<file path="src/rtl/weight_seq_ctrl.sv">
// Walks the shared weight-ROM address 0..len-1 in step with the activation stream and emits MAC strobes aligned to the 1-cycle ROM read.
// Latency: beat at t -> mac_en/mac_x at t+1, done at t+2 after the final beat. x_ready is high only in RUN. Optional macro PERF_CNT_EN enables stall_cnt.
module weight_seq_ctrl #(
    parameter int INT_BITS = 6,
    parameter int FRC_BITS = 7,
    parameter int ADDR_W   = 5
) (
    input  logic                         clk,
    input  logic                         rst_n,
    input  logic                         start,
    input  logic [ADDR_W:0]              len,
    input  logic                         abort,
    input  logic [INT_BITS+FRC_BITS-1:0] x_data,
    input  logic                         x_valid,
    output logic                         x_ready,
    output logic [ADDR_W-1:0]            rom_addr,
    output logic [INT_BITS+FRC_BITS-1:0] mac_x,
    output logic                         mac_en,
    output logic                         mac_clr,
    output logic                         mac_last,
    output logic                         busy,
    output logic                         done,
    output logic                         err,
    output logic [15:0]                  stall_cnt
);
    localparam int DATA_W = INT_BITS + FRC_BITS;
    localparam logic [ADDR_W:0] DEPTH_V = {1'b1, {ADDR_W{1'b0}}};

    typedef enum logic [1:0] {IDLE, RUN, DRAIN} state_t;

    state_t              state_q, state_d;
    logic [ADDR_W-1:0]   cnt_q, cnt_d;
    logic [ADDR_W-1:0]   last_q, last_d;
    logic [DATA_W-1:0]   mac_x_q, mac_x_d;
    logic                mac_en_q, mac_en_d;
    logic                mac_clr_q, mac_clr_d;
    logic                mac_last_q, mac_last_d;
    logic                done_q, done_d;
    logic                err_q, err_d;
    logic                len_ok;

    assign len_ok = (len != '0) && (len <= DEPTH_V);

    always_comb begin
        state_d    = state_q;
        cnt_d      = cnt_q;
        last_d     = last_q;
        mac_x_d    = mac_x_q;
        mac_en_d   = 1'b0;
        mac_clr_d  = 1'b0;
        mac_last_d = 1'b0;
        done_d     = 1'b0;
        err_d      = 1'b0;
        if (abort) begin
            state_d = IDLE;
            cnt_d   = '0;
        end else begin
            case (state_q)
                IDLE: begin
                    if (start) begin
                        if (len_ok) begin
                            state_d = RUN;
                            cnt_d   = '0;
                            // Keep the final index rather than len so the compare stays ADDR_W wide.
                            last_d  = len[ADDR_W-1:0] - ADDR_W'(1);
                        end else begin
                            err_d = 1'b1;
                        end
                    end
                end
                RUN: begin
                    if (x_valid) begin
                        mac_x_d    = x_data;
                        mac_en_d   = 1'b1;
                        mac_clr_d  = (cnt_q == '0);
                        mac_last_d = (cnt_q == last_q);
                        if (cnt_q == last_q) begin
                            cnt_d   = '0;
                            state_d = DRAIN;
                        end else begin
                            cnt_d = cnt_q + ADDR_W'(1);
                        end
                    end
                end
                DRAIN: begin
                    done_d  = 1'b1;
                    state_d = IDLE;
                end
                default: state_d = IDLE;
            endcase
        end
    end

    always_ff @(posedge clk) begin
        if (!rst_n) begin
            state_q    <= IDLE;
            cnt_q      <= '0;
            last_q     <= '0;
            mac_x_q    <= '0;
            mac_en_q   <= 1'b0;
            mac_clr_q  <= 1'b0;
            mac_last_q <= 1'b0;
            done_q     <= 1'b0;
            err_q      <= 1'b0;
        end else begin
            state_q    <= state_d;
            cnt_q      <= cnt_d;
            last_q     <= last_d;
            mac_x_q    <= mac_x_d;
            mac_en_q   <= mac_en_d;
            mac_clr_q  <= mac_clr_d;
            mac_last_q <= mac_last_d;
            done_q     <= done_d;
            err_q      <= err_d;
        end
    end

    assign x_ready  = (state_q == RUN);
    assign busy     = (state_q != IDLE);
    assign rom_addr = cnt_q;
    assign mac_x    = mac_x_q;
    assign mac_en   = mac_en_q;
    assign mac_clr  = mac_clr_q;
    assign mac_last = mac_last_q;
    assign done     = done_q;
    assign err      = err_q;

`ifdef PERF_CNT_EN
    logic [15:0] stall_q, stall_d;

    always_comb begin
        stall_d = stall_q;
        if (state_q == IDLE && start && !abort && len_ok)
            stall_d = '0;
        else if (state_q == RUN && !x_valid && stall_q != 16'hFFFF)
            stall_d = stall_q + 16'd1;
    end

    always_ff @(posedge clk) begin
        if (!rst_n) stall_q <= '0;
        else        stall_q <= stall_d;
    end

    assign stall_cnt = stall_q;
`else
    assign stall_cnt = 16'd0;
`endif
endmodule

</file>
<file path="config.mk">
export PLATFORM = sky130hd
export DESIGN_NAME = weight_seq_ctrl
export DESIGN_NICKNAME = d
export VERILOG_FILES = /design/src/rtl/weight_seq_ctrl.sv
export SDC_FILE = /design/constraint.sdc
export NUM_CORES = 1
export LEC_CHECK = 0
export CAP_MARGIN = 15
export CORE_MARGIN = 1
export CORE_UTILIZATION = 45
export CTS_BUF_LIST = sky130_fd_sc_hd__clkbuf_16
export CTS_CLUSTER_SIZE = 14
export DETAILED_ROUTE_END_ITERATION = 16
export PLACE_DENSITY = 0.88
export SYNTH_ARGS = -nofsm -noshare
export SYNTH_HDL_FRONTEND = slang
export SYNTH_SLANG_ARGS = --single-unit
</file>
<file path="constraint.sdc">
create_clock -name clk -period 2.4 [get_ports clk]
set_input_delay 0.36 -clock clk [delete_from_list [all_inputs] [get_ports clk]]
set_output_delay 0.36 -clock clk [all_outputs]
set_load 0.05 [all_outputs]
</file>
# After elaboration in Yosys (flattened, before gate mapping)
# Cells that the tools add are included.
[classes]
add_sub_neg = 2
multipliers = 0
div_mod_pow = 0
order_cmp = 1
eq_ne = 7
shift = 0
mux = 13
bitwise = 6
reduce_logical = 14
[ops]
columns = ["op", "count"]
rows = [
  ["two-way mux 5 bit", 4],
  ["AND reduction 4 bit", 3],
  ["case mux 5 bit (2 select lines)", 1],
  ["two-way mux 2 bit", 4],
  ["OR reduction 4 bit", 2],
  ["less-or-equal comparator 6 bit, second input constant", 1],
  ["!= test 2 bit, second input constant", 3],
  ["NOT 1 bit", 6],
  ["nonzero test 6 bit", 1],
  ["adder 5 x 1 -> 5 bit, second input constant", 1],
  ["== test 5 bit", 1],
  ["logical NOT 5 bit", 1],
  ["subtractor 5 x 1 -> 5 bit, second input constant", 1],
  ["case mux 2 bit (2 select lines)", 1],
  ["nonzero test 2 bit", 2],
  ["two-way mux 1 bit", 3],
  ["AND reduction 3 bit", 1],
  ["OR reduction 3 bit", 1],
  ["== test 2 x 1 -> 1 bit, second input constant", 1],
  ["== test 2 bit, second input constant", 1],
  ["logical NOT 2 bit", 1],
  ["!= test 2 x 1 -> 1 bit, second input constant", 1],
  ["OR reduction 2 bit", 1],
  ["logical AND 1 bit", 1],
]
[word_totals]
reg_bits = 30
latchBits = 0
mem_bits_rw = 0
romBits = 0
in_bits = 24
output_inout_bits = 41
word_cells = 52
memories = 0

# Longest topological paths before layout
[depth]
word_depth = 5
mapped_depth = 6
mapped_depth_nobuf = 6

# Worst setup path after synthesis
# Ideal clock, no wire load.
[synth_path]
path_type = "reg-to-reg"
startpoint = "reg state_q[0]"
endpoint = "reg mac_x_q[0] (netlist: mac_x[0])"
setup_time_ps = 132
t_arrival_ps = 1665
t_required_ps = 2268
setup_slack_ps = 603
stages_incl_launch_ff = 7
path_buffers = 2
period_less_slack_ps = 1797
cell_sequence = "dfxtp_1 nor2b_1 clkbuf_1 nand3_1 clkbuf_1 nand2_1 a21oi_1"
[synth_via]
elab_chain_len = 2
[synth_lines]
columns = ["item", "line_no", "rtl"]
rows = [
  ["start, declared", "31", "state_t state_q, state_d;"],
  ["start signal, assigned", "106", "state_q <= state_d;"],
  ["== test 2 x 1 -> 1 bit", "--", ""],
  ["via x_ready", "15", "output logic x_ready,"],
  ["AND reduction 3 bit (no source line)", "--", ""],
  ["end signal, assigned", "109", "mac_x_q <= mac_x_d;"],
  ["end, declared", "34", "logic [DATA_W-1:0] mac_x_q, mac_x_d;"],
]
# The timed path passes the listed nets, and every way through them passes these cells.
# A chain may end at the register's enable or synchronous reset.

# Worst setup path after layout
[layout_path]
startpoint = "reg state_q[0]"
endpoint = "out x_ready"
[layout_via]
elab_chain_len = 1
[layout_lines]
columns = ["item", "line_no", "rtl"]
rows = [
  ["== test 2 x 1 -> 1 bit", "118", "assign x_ready = (state_q == RUN);"],
  ["end, declared", "15", ""],
]
# No other way between the ends.

==> flow_summary.toml <==
[yosys]
netlist_area_um2 = 1478
ys_ff_latch = 30
yosysMostFrequentCell = "nand2_1"
synth_cell_types = 30
ys.warnings.count = 0
synth_top_area_share_pct = 40.64
avgSynthCellArea_um2 = 8.396
synth.area.top_cells = "dfxtp_1 41%, buf_4 8.1%, nand2_1 7.9%"
synth_top_area_cell = "dfxtp_1"
yosysSeqAreaShare_pct = 40.64
synth_edf_count = 0
async_reset_ff_share_pct = 0
synth_ff_type = "dfxtp_1"
syn_inst = 176
synth_top_cells_by_count = "31 x nand2_1, 30 x dfxtp_1, 16 x buf_4, 15 x a21oi_1"

[worst_setup_path]
worst-r2r-setup-slack_ps = 710
cp-endpoint = "x_ready"
end_kind = "output port"
critPathMaxFanout = 4
worstReg2RegEnd = "mac_x[6]"
crit_type = "reg2out"
crit_required_ps = 2040
crit_start = "state_q[0]"
crit_path_start_kind = "register"
cp.arrival_ps = 1760
r2r-start = "state_q[0]"
r2r_cells = 5

[global_route]
grt_first_pass_wirelength_um = 5230
grt_pass1_vias = 1205
overflow = 0
antenna_found_initial = 0
grtUsageTotal_pct = 20.50
grt_max_degree = 19

[power]
p_per_area_nw_per_um2 = 611.7
p_leak_nw = 0.7430
ir_worst_vdd_mv = 0.4119

[placed_design]
place_inst = 264
dp_hpwl_um = 2408
gp_congestion = 0.8433
io_buffers = 48
dpl_worst_slack_ps = 180.5

[cts]
clk_pin_slew_worst_paths_ps = 50
postCtsResizedCells = 0
ctsHoldBuffers = 0
cts_tree = "built"
clock_sinks = 30
cts_setup_buffers = 0
cts_max_level = 2
worstSkewPairLatency_ps = 270
root_buffer = "clkbuf_16"
numCtsBuffers = 5
clock_path_buffers = 2

[route]
drtPass1Iterations = 4
vias = 1350
wire_per_inst_um = 12.29
antenna_left = 0
drtIter0Drc = 57
drt_wl_total_um = 3330
drc_errors = 0
vias_per_cell = 4.982

[timing]
setup_viol = 0
finalClockSkew_ps = 3.781
hold_viol = 0
timing.final.crit_period_ps = 2115
maxSlewViolCount = 0
tightest_slew_ps = 535.4
fin_crit_sh_pct = 88.13
relSlewSlack_pct = 64.21
rsz0062_at_grt = "false"
tns_ps = 0
fmax_mhz = 472.8
setup_ws_ps = 284.8

[layout]
drive_gt1_share_pct = 6.167
final_nets = 255
areaGrowthSynthToFinish_pct = 41.07
antenna_cells = 0
final_cells = 271

[die]
start_util_pct = 48.01
die_x_um = 59.31
rows = 20
die_height_um = 59.31
io_pins = 65
die_area_um2 = 3517
core_um2 = 3078

[flow_run]
maxCapViolCount = 0

[hold_path]
hp-class = "reg2reg"

[status]
status = "finished clean"
## registers in the layout, summed over array words and instances (netlist names)
signal and flops:
done 1, err 1, last_q 5, mac_clr 1
mac_en 1, mac_last 1, mac_x 13, rom_addr 5
state_q 2
## kinds of logic after synthesis
family,synth area share (%)
xor+xnor,6.436
simple gates,18.88
compound gates,18.46
fa+ha+maj,3.387
buf+inv,11.94
flops,40.64
other cells,0.2538
## worst max-delay path, cell delays in order (launching register included)
cell and delay [ps]:
dfxtp_1 370, nor2b_1 260, clkdlybuf4s50_1 850
## cell usage in the layout (no fill, tap or decap), types with 2 or more instances in the layout
| cell | instances |
|---|---|
| nand2_1 | 31 |
| clkinv_2 | 2 |
| dfxtp_1 | 30 |
| conb_1 | 16 |
| xnor2_1 | 8 |
| clkbuf_16 | 5 |
| nand3_1 | 5 |
| a21oi_1 | 15 |
| and2_1 | 4 |
| a31oi_1 | 8 |
| nor3_1 | 5 |
| clkdlybuf4s50_1 | 48 |
| o2111ai_1 | 3 |
| nor2_1 | 5 |
| inv_1 | 7 |
| o21ai_0 | 6 |
| clkinv_1 | 2 |
| ha_1 | 4 |
| buf_4 | 3 |
| a211oi_1 | 5 |
| o211ai_1 | 5 |
## report_power, final
group          total (mW)  switching (mW)  leakage, nW  internal (mW)
logic               0.193           0.130        0.431         0.0630
registers           0.514         0.00555        0.243          0.508
clock network       0.569           0.197       0.0694          0.372
## area by class of cell
type,instances,area [um^2]
inverter,9,33.78
sequential,30,600.6
clock inverter,2,10.01
clock buffer,5,125.1
timing repair buffer,51,503.0
tap,44,55.05
multi-input combinational,130,757.0
fill,261,993.5
## per-stage QoR
step / hold WS [ps] / power [mW] / util (%) / cell area (um^2)
after floorplan: 456.1 / 0.6657 / - / 1534
after global placement: 441.2 / 0.7110 / 63.33 / 1949
after detailed placement: 445.3 / 0.7132 / 63.33 / 1949
after CTS: 451.8 / 1.279 / 67.72 / 2085
after global routing: 471.2 / 1.319 / 67.72 / 2085
final: 450.9 / 1.275 / 67.72 / 2085
## worst min path at each step
stage / depth (start not counted) / end / startpoint
finish: 2 / mac_x[12] / mac_x[12]
global route: 2 / mac_x[7] / mac_x[7]
CTS: 2 / mac_x[12] / mac_x[12]
detailed placement: 2 / mac_x[12] / mac_x[12]
global placement: 2 / mac_x[1] / mac_x[1]
floorplan: 1 / done / state_q[0]
## metal layers
layer	wire length [um]	vias to the layer above	global-route usage, %	share of wire (%)
li1	-	677	-	-
met1	1413	618	23.47	42
met2	1662	49	34.19	50
met3	201	6	7.424	6.0
met4	52	0	8.844	1.6
met5	0	-	0	0
Power figures use the tool's default switching activity.
